[src/rtl/id_ex_alu_ctrl_pkg.sv]
`default_nettype none
// ============================================================================
// Module      : id_ex_alu_ctrl_pkg
// Description : Shared opcode, funct and ALU operation codes for the decode
//               stage and the ALU.
// Revision    : 1.0 - initial release
// ============================================================================
package id_ex_alu_ctrl_pkg;

    // Primary opcodes, instr[31:26]
    localparam logic [5:0] OP_RTYPE = 6'h00;
    localparam logic [5:0] OP_BEQ   = 6'h04;
    localparam logic [5:0] OP_ADDI  = 6'h08;
    localparam logic [5:0] OP_SLTI  = 6'h0A;
    localparam logic [5:0] OP_ANDI  = 6'h0C;
    localparam logic [5:0] OP_ORI   = 6'h0D;
    localparam logic [5:0] OP_LW    = 6'h23;
    localparam logic [5:0] OP_SW    = 6'h2B;

    // R-type function codes, instr[5:0]
    localparam logic [5:0] FN_ADD   = 6'h20;
    localparam logic [5:0] FN_SUB   = 6'h22;
    localparam logic [5:0] FN_AND   = 6'h24;
    localparam logic [5:0] FN_OR    = 6'h25;
    localparam logic [5:0] FN_SLT   = 6'h2A;

    // ALU operation codes
    localparam logic [3:0] ALU_AND  = 4'b0000;
    localparam logic [3:0] ALU_OR   = 4'b0001;
    localparam logic [3:0] ALU_ADD  = 4'b0010;
    localparam logic [3:0] ALU_SUB  = 4'b0110;
    localparam logic [3:0] ALU_SLT  = 4'b0111;
    localparam logic [3:0] ALU_NOP  = 4'b1111;

endpackage : id_ex_alu_ctrl_pkg
`default_nettype wire

[src/rtl/id_ex_alu_ctrl_decoder.sv]
`default_nettype none
// ============================================================================
// Module      : alu_ctrl_decoder
// Description : Combinational instruction decode: ALU operation, operand-2
//               source/extension, destination register, write-back enable
//               and illegal-instruction flag.
// Revision    : 1.0 - initial release
// ============================================================================
module alu_ctrl_decoder
    import id_ex_alu_ctrl_pkg::*;
(
    input  logic [5:0] opcode,
    input  logic [5:0] funct,
    input  logic [4:0] rt,
    input  logic [4:0] rdf,
    output logic [3:0] alu_control,
    output logic       use_imm,
    output logic       sign_ext,
    output logic [4:0] rd,
    output logic       reg_write,
    output logic       illegal
);

    // Opcode/funct decode; anything unrecognised falls through to illegal
    always_comb begin
        alu_control = ALU_NOP;
        use_imm     = 1'b0;
        sign_ext    = 1'b0;
        rd          = 5'd0;
        reg_write   = 1'b0;
        illegal     = 1'b0;
        case (opcode)
            OP_RTYPE: begin
                rd        = rdf;
                reg_write = 1'b1;
                case (funct)
                    FN_ADD:  alu_control = ALU_ADD;
                    FN_SUB:  alu_control = ALU_SUB;
                    FN_AND:  alu_control = ALU_AND;
                    FN_OR:   alu_control = ALU_OR;
                    FN_SLT:  alu_control = ALU_SLT;
                    default: begin
                        rd        = 5'd0;
                        reg_write = 1'b0;
                        illegal   = 1'b1;
                    end
                endcase
            end
            OP_ADDI, OP_SLTI, OP_LW: begin
                alu_control = (opcode == OP_SLTI) ? ALU_SLT : ALU_ADD;
                use_imm     = 1'b1;
                sign_ext    = 1'b1;
                rd          = rt;
                reg_write   = 1'b1;
            end
            OP_ANDI, OP_ORI: begin
                alu_control = (opcode == OP_ORI) ? ALU_OR : ALU_AND;
                use_imm     = 1'b1;
                rd          = rt;
                reg_write   = 1'b1;
            end
            OP_SW: begin
                // Address computation only; nothing is written back
                alu_control = ALU_ADD;
                use_imm     = 1'b1;
                sign_ext    = 1'b1;
            end
            OP_BEQ: begin
                // Compare by subtraction of the two register operands
                alu_control = ALU_SUB;
            end
            default: begin
                illegal = 1'b1;
            end
        endcase
    end

endmodule : alu_ctrl_decoder
`default_nettype wire

[src/rtl/id_ex_alu_ctrl.sv]
`default_nettype none
// ============================================================================
// Module      : id_ex_alu_ctrl
// Description : ID/EX pipeline slot producing alu_control/op1/op2 for the
//               execute stage, with valid/ready handshake, flush and a
//               saturating illegal-instruction counter.
// Revision    : 1.0 - initial release
// ============================================================================
module id_ex_alu_ctrl
    import id_ex_alu_ctrl_pkg::*;
#(
    parameter int DATA_W = 32,   // must be greater than 16 for immediate extension
    parameter int CNT_W  = 8
)(
    input  logic              clk,
    input  logic              rst_n,
    input  logic              in_valid,
    output logic              in_ready,
    input  logic [31:0]       instr,
    input  logic [DATA_W-1:0] rs_data,
    input  logic [DATA_W-1:0] rt_data,
    input  logic              flush,
    output logic              out_valid,
    input  logic              out_ready,
    output logic [3:0]        alu_control,
    output logic [DATA_W-1:0] alu_op1,
    output logic [DATA_W-1:0] alu_op2,
    output logic [4:0]        rd,
    output logic              reg_write,
    output logic              illegal,
    output logic [CNT_W-1:0]  illegal_cnt
);

    logic [3:0]        dec_alu_control;
    logic              dec_use_imm;
    logic              dec_sign_ext;
    logic [4:0]        dec_rd;
    logic              dec_reg_write;
    logic              dec_illegal;
    logic [15:0]       imm;
    logic [DATA_W-1:0] imm_ext;
    logic [DATA_W-1:0] op1_next;
    logic [DATA_W-1:0] op2_next;
    logic              accept;
    logic              cnt_sat;
    logic              unused_instr_bits;

    alu_ctrl_decoder u_decoder (
        .opcode      (instr[31:26]),
        .funct       (instr[5:0]),
        .rt          (instr[20:16]),
        .rdf         (instr[15:11]),
        .alu_control (dec_alu_control),
        .use_imm     (dec_use_imm),
        .sign_ext    (dec_sign_ext),
        .rd          (dec_rd),
        .reg_write   (dec_reg_write),
        .illegal     (dec_illegal)
    );

    // The rs/shamt fields are not needed: rs_data arrives already read
    assign unused_instr_bits = ^{instr[25:21], instr[10:6]};

    assign imm = instr[15:0];

    // Slot accepts whenever it is empty or being drained this cycle
    assign in_ready = !out_valid || out_ready;
    assign accept   = in_valid && in_ready && !flush;
    assign cnt_sat  = (illegal_cnt == {CNT_W{1'b1}});

    // Operand selection; illegal instructions present zero operands
    always_comb begin
        imm_ext  = dec_sign_ext ? {{(DATA_W-16){imm[15]}}, imm}
                                : {{(DATA_W-16){1'b0}}, imm};
        op1_next = dec_illegal ? '0 : rs_data;
        op2_next = dec_illegal ? '0 : (dec_use_imm ? imm_ext : rt_data);
    end

    // Pipeline slot: flush wins, then load on accept, else drain on consume
    always_ff @(posedge clk or negedge rst_n) begin
        if (!rst_n) begin
            out_valid   <= 1'b0;
            alu_control <= ALU_NOP;
            alu_op1     <= '0;
            alu_op2     <= '0;
            rd          <= 5'd0;
            reg_write   <= 1'b0;
            illegal     <= 1'b0;
        end else if (flush) begin
            out_valid   <= 1'b0;
        end else if (accept) begin
            out_valid   <= 1'b1;
            alu_control <= dec_alu_control;
            alu_op1     <= op1_next;
            alu_op2     <= op2_next;
            rd          <= dec_rd;
            reg_write   <= dec_reg_write;
            illegal     <= dec_illegal;
        end else if (out_ready) begin
            out_valid   <= 1'b0;
        end
    end

    // Saturating count of illegal instructions actually taken into the slot
    always_ff @(posedge clk or negedge rst_n) begin
        if (!rst_n) begin
            illegal_cnt <= '0;
        end else if (accept && dec_illegal && !cnt_sat) begin
            illegal_cnt <= illegal_cnt + CNT_W'(1);
        end
    end

endmodule : id_ex_alu_ctrl
`default_nettype wire

[config.mk]
export PLATFORM = sky130hd
export DESIGN_NAME = id_ex_alu_ctrl
export DESIGN_NICKNAME = d
export VERILOG_FILES = /design/src/rtl/id_ex_alu_ctrl_pkg.sv /design/src/rtl/id_ex_alu_ctrl_decoder.sv /design/src/rtl/id_ex_alu_ctrl.sv
export SDC_FILE = /design/constraint.sdc
export NUM_CORES = 1
export LEC_CHECK = 0
export ABC_AREA = 1
export CORE_UTILIZATION = 42
export DETAILED_ROUTE_END_ITERATION = 12
export PLACE_DENSITY = 0.86
export SLEW_MARGIN = 10
export SYNTH_ARGS = -nofsm -noshare
export SYNTH_HDL_FRONTEND = slang
export SYNTH_HIERARCHICAL = 1
export SYNTH_SLANG_ARGS = --single-unit
[constraint.sdc]
create_clock -name clk -period 1.65 [get_ports clk]
set_input_delay 0.495 -clock clk [delete_from_list [all_inputs] [get_ports clk]]
set_output_delay 0.495 -clock clk [all_outputs]
set_load 0.005 [all_outputs]
==> results.py <==
metrics = {
    "clock_tree": {
        "htree_levels": 3,
        "insertion_delay_ns": 0.36,
        "numCtsBuffers": 9,
        "holdBufCountCts": 0,
        "cts_sinks": 84,
        "tritoncts": "done",
        "cts.path.max_buffers": 2,
        "cts.clk_slew.worst_paths_ns": 0.09,
        "root_buffer": "clkbuf_8",
    },
    "status": {
        "violations": "setup timing",
        "status": "finished, violations left",
    },
    "die": {
        "fp.dieW_um": 100,
        "rows": 35,
        "die_h_um": 100,
        "core_region_area_um2": 9280,
        "io_pins": 186,
        "dieArea_um2": 10000,
        "start_util": 0.435,
    },
    "synthesis": {
        "synth_cells": 504,
        "netlist_area_um2": 4040,
        "synthAdderAreaFrac": 0.00310,
        "synthMuxAreaShare": 0.0446,
        "synth_simple_gate_area_frac": 0.343,
        "synth_top_family_by_area": "simple AND/OR/NAND/NOR gates",
        "yosysWarningCount": 6,
        "synth_xor_area_frac": 0.00433,
        "synth.distinct_cells": 27,
        "avgSynthCellArea_um2": 8.02,
        "ys_seq_area_frac": 0.521,
        "synth_compound_area_frac": 0.0279,
        "synth_nets": 606,
        "synth_seq_cells": 84,
    },
    "grt": {
        "first_global_vias": 4260,
        "grt_max_degree": 85,
        "grt_remaining_overflow": 0,
        "antenna_found_initial": 0,
        "grt_usage": 0.258,
        "grt_pass1_wl_mm": 20.2,
    },
    "final_layout": {
        "fin_nets": 851,
        "stdcell_area_um2": 6920,
        "n_antenna_cell": 0,
        "fin_cells": 883,
        "syn2layout_area_growth_pct": 71.1,
        "drive_above_1_share": 0.241,
        "final.fill_count": 687,
        "layout_commonest_cell": "nand2_1",
        "most-common-layout-cells": "nand2_1 (249), clkdlybuf4s50_1 (81), dlygate4sd2_1 (80)",
    },
    "drt": {
        "dr.pass1.iters": 4,
        "ant_nets": 0,
        "drt_iter0_drc": 105,
        "viasPerCell": 4.82,
        "wl_per_cell_um": 15.2,
        "postRouteWirelength_mm": 13.4,
        "drc": 0,
        "via_count": 4254,
    },
    "timing": {
        "hold_viol": 0,
        "rsz0062_at_grt": "true",
        "worst_pin_slew_ns": 0.463,
        "fmax_mhz": 601,
        "drv_slew": 0,
        "setup_viol": 8,
        "skew_ns": 0.0169,
        "period_share": 1.01,
        "final.setup.worst_slack_ns": -0.0142,
        "relSlewSlack": 0.691,
        "period_minus_slack_ns": 1.66,
    },
    "placement": {
        "port_buffers": 180,
        "detailedPlace.worstSlack_ns": -0.709,
        "globalplace.congestion": 0.879,
        "placed_cells": 826,
        "place_area_um2": 6180,
        "place_hpwl_mm": 8.50,
    },
    "job": {
        "maxCapViolCount": 0,
    },
    "critical_path": {
        "path_class": "in -> reg",
        "cp.required_ns": 1.94,
        "start_kind": "primary input",
        "crit_path_end_kind": "register",
        "crit_arrival_ns": 1.96,
        "crit_fanout": 8,
    },
    "power_and_ir_drop": {
        "pwr_density_cell_nw_per_um2": 753,
        "peakVddDrop_mv": 0.574,
        "p_leak_uw": 0.00382,
    },
    "min_path": {
        "min_path_type": "in -> async",
    },
}
-- flip-flops by register name (all words and copies together) (netlist names) --
signal	count
illegal_cnt	8
rd	5
reg_write	1
illegal	1
alu_op2	32
alu_op1	32
out_valid	1
alu_control	4
-- kinds of logic after synthesis --
logic type,count (synthesis)
DFF,84
xor gates and xnor gates,2
adders and majority gates,1
AOI/OAI and AO/OA,21
muxes,16
buffers and inverters,43
and+or+nand+nor,337
-- metrics by stage --
stage	hold WS, ns	utilization	total power [uW]	setup TNS, ns
6_report	0.118	0.745	5210	-0.0564
5_1_grt	0.170	0.745	5470	-2.37
2_1_floorplan	0.199	-	2770	0
4_1_cts	0.166	0.718	5150	0
3_3_place_gp	0.461	0.666	3520	-42.53
3_5_place_dp	0.460	0.666	3560	-49.76
-- cell usage after synthesis, drive strengths merged --
library cell,number,area (um2)
buf,17,130
ha,1,12.5
clkbuf,1,3.75
xnor2,2,17.5
dfrtp,80,2000
nand3b,1,7.51
nand3,23,130
dfstp,4,105
nand4,1,6.26
nor2,46,220
mux2,16,180
clkinv,1,3.75
o21ai,18,93.8
inv,24,90.1
o2111ai,1,8.76
nand2,266,1020
a21oi,2,10.0
-- path summary, 6_finish.rpt --
path | from | end | slack (ns) | cells after the start
max | instr[30] | alu_op2[23]$_DFFE_PN0P_ | -0.01 | 13
min | rst_n | alu_op1[4]$_DFFE_PN0P_ | 0.12 | 2
max reg2reg | out_valid$_DFFE_PN0P_ | alu_op2[23]$_DFFE_PN0P_ | 0.16 | 9
min reg2reg | alu_control[1]$_DFFE_PN1P_ | alu_control[1]$_DFFE_PN1P_ | 0.47 | 2
max in group asynchronous | rst_n | alu_control[2]$_DFFE_PN1P_ | 1.13 | 2
min in group clk | alu_control[1]$_DFFE_PN1P_ | alu_control[1]$_DFFE_PN1P_ | 0.47 | 2
-- area by class of cell --
class	instances	area [um2]	share of cell area
Clock buffer	11	131	0.0190
Clock inverter	5	78.8	0.0114
Inverter	25	93.8	0.0136
Multi-Input combinational cell	378	1960	0.283
Sequential cell	84	2110	0.305
Tap cell	129	161	0.0233
Timing Repair Buffer	251	2380	0.344
-- timing repair --
action / CTS / global route
gates cloned: 3 / 2
hold endpoints to repair: 0 / 0
endpoints found under the setup margin: 158 / 75
pin swaps: 18 / 23
gates resized for setup: 156 / 60
setup buffers: 29 / 9
-- layer usage --
metal	routed length, um	GRT usage	up-vias
li1	-	-	2047
met1	5200	0.295	1999
met2	6900	0.462	172
met3	884	0.0662	36
met4	441	0.106	0
met5	0	0	-
-- power by group --
group	internal [uW]	switching (uW)	leakage, uW	total (uW)
logic	698	573	0.00258	1270
clock network	852	752	0.000107	1600
registers	2230	96.5	0.00113	2330
-- worst max-delay path, cell delays in order --
cell and delay [ns]:
buf_4 0.12, nor2_4 0.19, buf_6 0.13, nand3_4 0.10
nand2_4 0.10, nor2_4 0.04, nand2_4 0.07, nand2_4 0.06
nor2_4 0.17, buf_6 0.13, buf_6 0.10, nand2_4 0.09
o21ai_2 0.15
Note: power is estimated with default switching activity, not from simulation.
